[config.mk]
export PLATFORM = sky130hd
export DESIGN_NAME = cfg_switch_ctrl_flat
export DESIGN_NICKNAME = d
export VERILOG_FILES = /design/src/rtl/cfg_switch_ctrl_pkg.sv /design/src/rtl/cfg_switch_ctrl_if.sv /design/src/rtl/cfg_inflight_cnt.sv /design/src/rtl/cfg_switch_ctrl.sv /design/src/flat_wrapper.sv
export SDC_FILE = /design/constraint.sdc
export NUM_CORES = 1
export LEC_CHECK = 0
export ABC_AREA = 1
export CAP_MARGIN = 10
export CORE_MARGIN = 2
export CORE_UTILIZATION = 47
export CTS_BUF_LIST = sky130_fd_sc_hd__clkbuf_16
export DETAILED_ROUTE_END_ITERATION = 16
export GPL_TIMING_DRIVEN = 0
export PLACE_DENSITY_LB_ADDON = 0.2
export SETUP_SLACK_MARGIN = 0.1
export SYNTH_ARGS = -nofsm -noshare
export SYNTH_HDL_FRONTEND = slang
export SYNTH_HIERARCHICAL = 1
export SYNTH_SLANG_ARGS = --single-unit
[constraint.sdc]
create_clock -name clk_i -period 1.6 [get_ports clk_i]
set_input_delay 0.16 -clock clk_i [delete_from_list [all_inputs] [get_ports clk_i]]
set_output_delay 0.16 -clock clk_i [all_outputs]
set_load 0.01 [all_outputs]
[src/rtl/cfg_switch_ctrl_pkg.sv]
// -----------------------------------------------------------------------------
// cfg_switch_ctrl_pkg
// Shared definitions for the configuration-switch sequencer and the kernel
// configurator: default widths, the number of legal dataflow configurations,
// the named configuration IDs and the sequencer state encoding.
// -----------------------------------------------------------------------------
package cfg_switch_ctrl_pkg;

  localparam int CFG_ID_W       = 8;  // configuration ID width (configurator input)
  localparam int CFG_NUM_CFG    = 3;  // legal IDs are 1..CFG_NUM_CFG
  localparam int CFG_CNT_W      = 8;  // in-flight token counter width
  localparam int CFG_SETTLE_CYC = 2;  // cycles the new ID settles before streaming

  // Named configuration IDs, shared with the configurator.
  localparam logic [CFG_ID_W-1:0] CFG_ID_1 = CFG_ID_W'(1);
  localparam logic [CFG_ID_W-1:0] CFG_ID_2 = CFG_ID_W'(2);
  localparam logic [CFG_ID_W-1:0] CFG_ID_3 = CFG_ID_W'(3);

  // Sequencer states.
  typedef enum logic [1:0] {
    CFG_UNCFG  = 2'd0,  // no configuration loaded since reset
    CFG_ACTIVE = 2'd1,  // configured, streaming allowed
    CFG_DRAIN  = 2'd2,  // waiting for the network to empty
    CFG_SETTLE = 2'd3   // new ID driven, waiting for it to settle
  } cfg_state_e;

endpackage : cfg_switch_ctrl_pkg

[src/rtl/cfg_switch_ctrl_if.sv]
// -----------------------------------------------------------------------------
// cfg_switch_ctrl_if
// Valid/ready request channel carrying a configuration ID from the HWPE
// control slave (master side) into the sequencer (slave side).
//   valid : request valid
//   id    : requested configuration ID
//   ready : sequencer can take a request this cycle
// -----------------------------------------------------------------------------
interface cfg_switch_ctrl_if
  import cfg_switch_ctrl_pkg::*;
#(
  parameter int ID_W = CFG_ID_W
);

  logic            valid;
  logic [ID_W-1:0] id;
  logic            ready;

  modport master (output valid, output id, input  ready);
  modport slave  (input  valid, input  id, output ready);

endinterface : cfg_switch_ctrl_if

[src/rtl/cfg_inflight_cnt.sv]
// -----------------------------------------------------------------------------
// cfg_inflight_cnt
// Saturating up/down counter of tokens currently inside the reconfigurable
// network.
//   clk_i, rst_ni : clock, asynchronous active-low reset
//   inc_i         : a token entered the network this cycle
//   dec_i         : a token left the network this cycle
//   cnt_o         : current in-flight count
//   err_o         : this cycle's update would overflow or underflow (the
//                   count holds instead)
// -----------------------------------------------------------------------------
module cfg_inflight_cnt #(
  parameter int CNT_W = 8
) (
  input  logic             clk_i,
  input  logic             rst_ni,
  input  logic             inc_i,
  input  logic             dec_i,
  output logic [CNT_W-1:0] cnt_o,
  output logic             err_o
);

  logic [CNT_W-1:0] cnt_q, cnt_d;
  logic             up, dn;

  // Simultaneous entry and exit leave the count unchanged.
  assign up = inc_i & ~dec_i;
  assign dn = dec_i & ~inc_i;

  always_comb begin
    // NOTE: every signal driven here gets a default first, so no path through
    // the block leaves it unassigned and no latch is inferred.
    cnt_d = cnt_q;
    err_o = 1'b0;
    if (up) begin
      if (cnt_q == '1) err_o = 1'b1;
      else             cnt_d = cnt_q + CNT_W'(1);
    end else if (dn) begin
      if (cnt_q == '0) err_o = 1'b1;
      else             cnt_d = cnt_q - CNT_W'(1);
    end
  end

  // NOTE: clocked state uses non-blocking assignments so every register
  // samples the pre-edge values regardless of block evaluation order.
  always_ff @(posedge clk_i or negedge rst_ni) begin
    if (!rst_ni) cnt_q <= '0;
    else         cnt_q <= cnt_d;
  end

  assign cnt_o = cnt_q;

endmodule : cfg_inflight_cnt

[src/rtl/cfg_switch_ctrl.sv]
// -----------------------------------------------------------------------------
// cfg_switch_ctrl
// Upstream sequencer for the kernel configurator. Takes configuration-ID
// requests, waits until the network holds no in-flight tokens, switches the
// ID, holds it for a settle window and then re-enables streaming.
//   clk_i, rst_ni : clock, asynchronous active-low reset
//   req           : request channel (slave modport): valid, id, ready
//   in_fire_i     : token entered network this cycle
//   out_fire_i    : token left network this cycle
//   id_o          : ID driven to the configurator
//   cfg_valid_o   : network configured, input streamer may fire
//   busy_o        : reconfiguration in progress (draining or settling)
//   inflight_o    : current in-flight token count
//   bad_id_o      : one-cycle pulse, an accepted request carried an illegal ID
//   proto_err_o   : sticky, counter over/underflow or in_fire_i while not
//                   configured
// -----------------------------------------------------------------------------
module cfg_switch_ctrl
  import cfg_switch_ctrl_pkg::*;
#(
  parameter int ID_W       = CFG_ID_W,
  parameter int NUM_CFG    = CFG_NUM_CFG,
  parameter int CNT_W      = CFG_CNT_W,
  parameter int SETTLE_CYC = CFG_SETTLE_CYC   // must be >= 1
) (
  input  logic               clk_i,
  input  logic               rst_ni,
  cfg_switch_ctrl_if.slave   req,
  input  logic               in_fire_i,
  input  logic               out_fire_i,
  output logic [ID_W-1:0]    id_o,
  output logic               cfg_valid_o,
  output logic               busy_o,
  output logic [CNT_W-1:0]   inflight_o,
  output logic               bad_id_o,
  output logic               proto_err_o
);

  localparam logic [1:0] ST_UNCFG  = CFG_UNCFG;
  localparam logic [1:0] ST_ACTIVE = CFG_ACTIVE;
  localparam logic [1:0] ST_DRAIN  = CFG_DRAIN;
  localparam logic [1:0] ST_SETTLE = CFG_SETTLE;

  // Settle counter counts SETTLE_CYC-1 down to 0; keep at least one bit.
  localparam int SC_W = (SETTLE_CYC > 1) ? $clog2(SETTLE_CYC) : 1;

  logic [1:0]      state_q, state_d;
  logic [ID_W-1:0] id_q, id_d;
  logic [ID_W-1:0] pend_q, pend_d;
  logic [SC_W-1:0] settle_q, settle_d;
  logic            bad_id_q, bad_id_d;
  logic            proto_err_q, proto_err_d;

  logic [CNT_W-1:0] inflight;
  logic             cnt_err;
  logic             accept;
  logic             id_legal;
  logic             cfg_valid;

  cfg_inflight_cnt #(
    .CNT_W (CNT_W)
  ) u_inflight_cnt (
    .clk_i  (clk_i),
    .rst_ni (rst_ni),
    .inc_i  (in_fire_i),
    .dec_i  (out_fire_i),
    .cnt_o  (inflight),
    .err_o  (cnt_err)
  );

  // Requests are only taken while nothing is being reconfigured; they are
  // never queued, the master simply holds valid until ready returns.
  assign req.ready = (state_q == ST_UNCFG) || (state_q == ST_ACTIVE);
  assign accept    = req.valid && req.ready;
  assign id_legal  = (req.id != '0) && (32'(req.id) <= NUM_CFG);
  assign cfg_valid = (state_q == ST_ACTIVE);

  always_comb begin
    state_d     = state_q;
    id_d        = id_q;
    pend_d      = pend_q;
    settle_d    = settle_q;
    bad_id_d    = 1'b0;
    // Tokens entering an unconfigured network are still counted, but flagged.
    proto_err_d = proto_err_q | cnt_err | (in_fire_i & ~cfg_valid);

    unique case (state_q)
      ST_UNCFG, ST_ACTIVE: begin
        if (accept) begin
          if (!id_legal) begin
            bad_id_d = 1'b1;
          end else if (!((state_q == ST_ACTIVE) && (req.id == id_q))) begin
            // Re-requesting the active ID completes the handshake only.
            pend_d  = req.id;
            state_d = ST_DRAIN;
          end
        end
      end
      ST_DRAIN: begin
        // Switch on the first cycle the registered count shows an empty
        // network; the new ID appears together with the SETTLE state.
        if (inflight == '0) begin
          id_d     = pend_q;
          settle_d = SC_W'(SETTLE_CYC - 1);
          state_d  = ST_SETTLE;
        end
      end
      ST_SETTLE: begin
        if (settle_q == '0) state_d  = ST_ACTIVE;
        else                settle_d = settle_q - SC_W'(1);
      end
      default: state_d = ST_UNCFG;
    endcase
  end

  always_ff @(posedge clk_i or negedge rst_ni) begin
    if (!rst_ni) begin
      state_q     <= ST_UNCFG;
      id_q        <= '0;
      pend_q      <= '0;
      settle_q    <= '0;
      bad_id_q    <= 1'b0;
      proto_err_q <= 1'b0;
    end else begin
      state_q     <= state_d;
      id_q        <= id_d;
      pend_q      <= pend_d;
      settle_q    <= settle_d;
      bad_id_q    <= bad_id_d;
      proto_err_q <= proto_err_d;
    end
  end

  assign id_o        = id_q;
  assign cfg_valid_o = cfg_valid;
  assign busy_o      = (state_q == ST_DRAIN) || (state_q == ST_SETTLE);
  assign inflight_o  = inflight;
  assign bad_id_o    = bad_id_q;
  assign proto_err_o = proto_err_q;

endmodule : cfg_switch_ctrl

[src/flat_wrapper.sv]
// flat-port wrapper written by rule: the top's interface ports become plain ports
module cfg_switch_ctrl_flat import cfg_switch_ctrl_pkg::*;
#(
  parameter int ID_W       = CFG_ID_W,
  parameter int NUM_CFG    = CFG_NUM_CFG,
  parameter int CNT_W      = CFG_CNT_W,
  parameter int SETTLE_CYC = CFG_SETTLE_CYC                  
)
  (clk_i, rst_ni, in_fire_i, out_fire_i, id_o, cfg_valid_o, busy_o, inflight_o, bad_id_o, proto_err_o, req_valid, req_id, req_ready);
  cfg_switch_ctrl_if #(.ID_W(ID_W)) req_i ();
  input  logic clk_i;
  input  logic rst_ni;
  input  logic in_fire_i;
  input  logic out_fire_i;
  output logic [ID_W-1:0] id_o;
  output logic cfg_valid_o;
  output logic busy_o;
  output logic [CNT_W-1:0] inflight_o;
  output logic bad_id_o;
  output logic proto_err_o;
  input wire logic [$bits(req_i.valid)-1:0] req_valid;
  input wire logic [$bits(req_i.id)-1:0] req_id;
  output wire logic [$bits(req_i.ready)-1:0] req_ready;
  assign req_i.valid = req_valid;
  assign req_i.id = req_id;
  assign req_ready = req_i.ready;
  cfg_switch_ctrl #(.ID_W(ID_W), .NUM_CFG(NUM_CFG), .CNT_W(CNT_W), .SETTLE_CYC(SETTLE_CYC)) u_core (.clk_i(clk_i), .rst_ni(rst_ni), .req(req_i), .in_fire_i(in_fire_i), .out_fire_i(out_fire_i), .id_o(id_o), .cfg_valid_o(cfg_valid_o), .busy_o(busy_o), .inflight_o(inflight_o), .bad_id_o(bad_id_o), .proto_err_o(proto_err_o));
endmodule
==> results.md <==
* Count of TritonRoute iterations in the first routing pass at 4
* Commonest non-fill, non-tap cell in the layout: sky130_fd_sc_hd__nand2_1
* Biggest fanout along the worst timing path at 5
* Cell types with the largest area share after synthesis: sky130_fd_sc_hd__dfrtp_1 39%, sky130_fd_sc_hd__nand2_1 14%, sky130_fd_sc_hd__inv_1 7.6%, sky130_fd_sc_hd__ha_1 5.3%, sky130_fd_sc_hd__nor2_1 4.6%
* Hold Vio Cnt, Final at 0
* Clock transition at the registers of the reported paths at 50 ps
* Hold-fix buffer count after cts at 0
* Maximum number of pins on one net before global-route repair at 19
* Routed Antenna Nets at 0
* Clock tree from TritonCTS: built
* Clock H-tree levels at 2
* Run status: finished clean
* Post-route minimum period at 1510 ps
* Die ar. at 4510 um2
* WP data required at 1810 ps
* Crit path buffers/inverters at 2
* Part of the cycle the worst path needs at 94.3%
* Post-synthesis average cell area at 7.29 um2
* All-Layer GR Usage at 20.6%
* Layout Skew at 2.11 ps
* Startpoint kind of the worst setup timing path: flip-flop
* Fillers at 323
* Number of global-route vias before repair at 1,612
* Achievable Freq at 663 MHz
* Largest buffer count on any clock path at 2
* Area taken by multi-input logic gates at 1060 um2
* MaxCap Viol Count at 0
* Net Sw Power at 1.86 mW
* Cell chain of the critical path: inv_2, nand2_2, and2_4, ha_4, a21oi_4, inv_2, nand4_1, nand2_1, nand2_1, nand3_2, nand2_1
* Static leakage at 1.33 nW
* Worst reg-to-reg path cell count at 11
* Slew at the pin with the worst max-slew slack at 645 ps
* Terminus of the critical flop-to-flop path: u_core/u_inflight_cnt/cnt_o[6]$_DFFE_PN0P_
* Crit path max-delay family: simple AND/OR/NAND/NOR gates
* Number of antenna repair diodes at 0
* DRC marker count from the first detailed-route iteration at 142
* Number of vias per cell after detailed routing at 4.79
* Total detailed-routing wirelength at 4280 um
* Worst R2R Start: u_core/u_inflight_cnt/cnt_o[1]$_DFFE_PN0P_
* Setup repair after global routing missed its margin: yes
* Overflow left after global routing at 0
* CTS Root Cell: sky130_fd_sc_hd__clkbuf_16
* Yosys top cell area share at 38.7%
* Worst hold path cell count at 2
* Area of all placed cells without fillers at 2650 um2
* Synth Instances at 257
* Total via count after detailed routing at 1,710
* Register-to-register path setup slack at 90 ps
* Io pins at 34
* WHS Endpoint: u_core/proto_err_o$_DFF_PN0_
* Most prevalent standard cell on the critical path: sky130_fd_sc_hd__nand2_1
* Cts bufs inserted at 5
* Worst Setup Path Type: flip-flop to flip-flop
* Sum of negative setup slack at 0 ps
* Number of antenna violations at the first check in global routing at 0
* Insertion delay to the later sink of the worst-skew pair at 270 ps
* Min setup slack post-route at 90.6 ps
* Total number of nets in the final design at 329
* Per-cell routed wire length at 12.0 um
* Drt drc at 0
* Synth cell types at 34
* Hold WC Path Type: input pin to flip-flop
* Internal power component at 2.72 mW
* Number of storage elements in the synthesis netlist at 29
* Cell area after placement at 2330 um2
* Fraction of layout instances using a drive strength above 1 at 26.2%
* Warnings, synthesis at 6
* Pwr dens at 1730 nW/um2
* Worst slew margin relative to its limit at 56.9%
* Share of the yosys chip area belonging to registers at 38.7%
* Leading cell types in the layout, fill and taps excluded: 70 x sky130_fd_sc_hd__nand2_1, 34 x sky130_fd_sc_hd__inv_1, 28 x sky130_fd_sc_hd__clkdlybuf4s50_1
* Number of max-slew violations in the final report at 0
* Slowest stage cell on the critical path: sky130_fd_sc_hd__dfrtp_2
* # port buffers at 33
* Post-Syn Area at 1870 um2
* Post-synthesis net count at 278
* Starting Density at 50.0%
* Final weighted congestion in routability-driven placement at 0.773
* Sequential cell area at 732 um2
* Hold Path Origin: in_fire_i
* Worst voltage drop across the vdd grid at 1280 uV
* Combinational share of power at 52.1%
* Maximum single-stage delay on the critical path at 440 ps
* Cell taking the most area after synthesis: sky130_fd_sc_hd__dfrtp_1
* Type of destination of the critical path: flip-flop
* Arrival time of data at the critical path endpoint at 1720 ps
* Final number of setup-violating endpoints at 0
* Worst slack after detailed placement at -563 ps
* Placement row count at 22
* Vertical die dimension at 67.1 um
* Post-synthesis to final-layout area growth at 41.4%
* Dpl hpwl at 3180 um
* Sequential group share of total power at 28.6%
* Proportion of total power due to net switching at 40.6%
* Width of the die at 67.1 um
* Core ar. at 3740 um2
* First-pass GRT wire length at 7030 um
* Clock group share of total power at 19.3%
* Total clock sinks at 29
## state kept, by name, indices dropped and copies added, names as in the netlist
signal	flops
u_core/pend_q	8
u_core/id_o	8
u_core/settle_q	1
u_core/proto_err_o	1
u_core/state_q	2
u_core/bad_id_o	1
u_core/u_inflight_cnt/cnt_o	8
## area by class of cell
type                       count  share of cell area (%)
inverter                      47                    7.23
buffer                         3                   0.850
timing repair buffer          44                    16.4
clock buffer                   5                    4.72
tap                           48                    2.27
multi-input combinational    178                    40.2
sequential                    29                    27.6
clock inverter                 3                   0.661
## how the worst max path moves through the flow
stage / start / to / slack, ps / depth (start not counted)
after floorplan: out_fire_i / u_core/u_inflight_cnt/cnt_o[6]$_DFFE_PN0P_ / 130 / 11
after detailed placement: in_fire_i / u_core/u_inflight_cnt/cnt_o[6]$_DFFE_PN0P_ / -560 / 11
final: u_core/u_inflight_cnt/cnt_o[1]$_DFFE_PN0P_ / u_core/u_inflight_cnt/cnt_o[6]$_DFFE_PN0P_ / 90 / 11
after global routing: u_core/u_inflight_cnt/cnt_o[1]$_DFFE_PN0P_ / u_core/u_inflight_cnt/cnt_o[6]$_DFFE_PN0P_ / -0.07 / 11
after CTS: in_fire_i / u_core/u_inflight_cnt/cnt_o[6]$_DFFE_PN0P_ / 50 / 12
after global placement: in_fire_i / u_core/u_inflight_cnt/cnt_o[6]$_DFFE_PN0P_ / -570 / 11
## per-layer routing
layer	share of wire, %	global-route usage (%)
met1	46	27.1
met2	49	34.2
met3	4.5	4.00
met4	0.96	6.89
met5	0	0
## cells in the mapped netlist, drive strengths merged
cell type	count
a211o	1
a21boi	1
a21oi	7
and2	1
buf	2
clkbuf	1
clkinv	1
dfrtp	29
ha	8
inv	46
nand2	81
nand3	20
nand4	1
nor2	32
nor3	5
o21a	1
o21ai	12
o21bai	1
o31ai	1
or2	2
xor2	4
## power by group through the flow
stage / Sequential [mW] / Clock [mW] / Combinational (mW)
floorplan: 1.31 / 0 / 1.31
global placement: 1.29 / 0 / 2.03
detailed placement: 1.30 / 0 / 2.08
CTS: 1.30 / 0.900 / 2.28
global route: 1.35 / 0.935 / 2.66
finish: 1.31 / 0.883 / 2.39
## stage by stage
stage	power, mW	cells	utilization, %	hold slack (ps)
final	4.58	357	70.8	193
after detailed placement	3.38	339	62.4	471
after global placement	3.32	338	61.6	447
after CTS	4.48	353	68.9	307
after global routing	4.95	357	70.8	217
after floorplan	2.63	257	-	-136
## cell families (layout without fill, tap and decap cells)
kind of cell / after synthesis / in the layout / share of synthesized area [%]
simple gates: 142 / 142 / 35.7
buf+inv: 50 / 102 / 10.6
flops: 29 / 29 / 38.7
compound gates: 24 / 24 / 7.75
fa+ha+maj: 8 / 8 / 5.34
xor+xnor: 4 / 4 / 1.87
## what timing repair did
item,4_1_cts,5_1_grt
setup endpoints to repair,10,18
setup buffers,6,4
resized for setup,12,22
pin swaps,1,5
cloned,0,0
(Power assumes the default switching activity.)
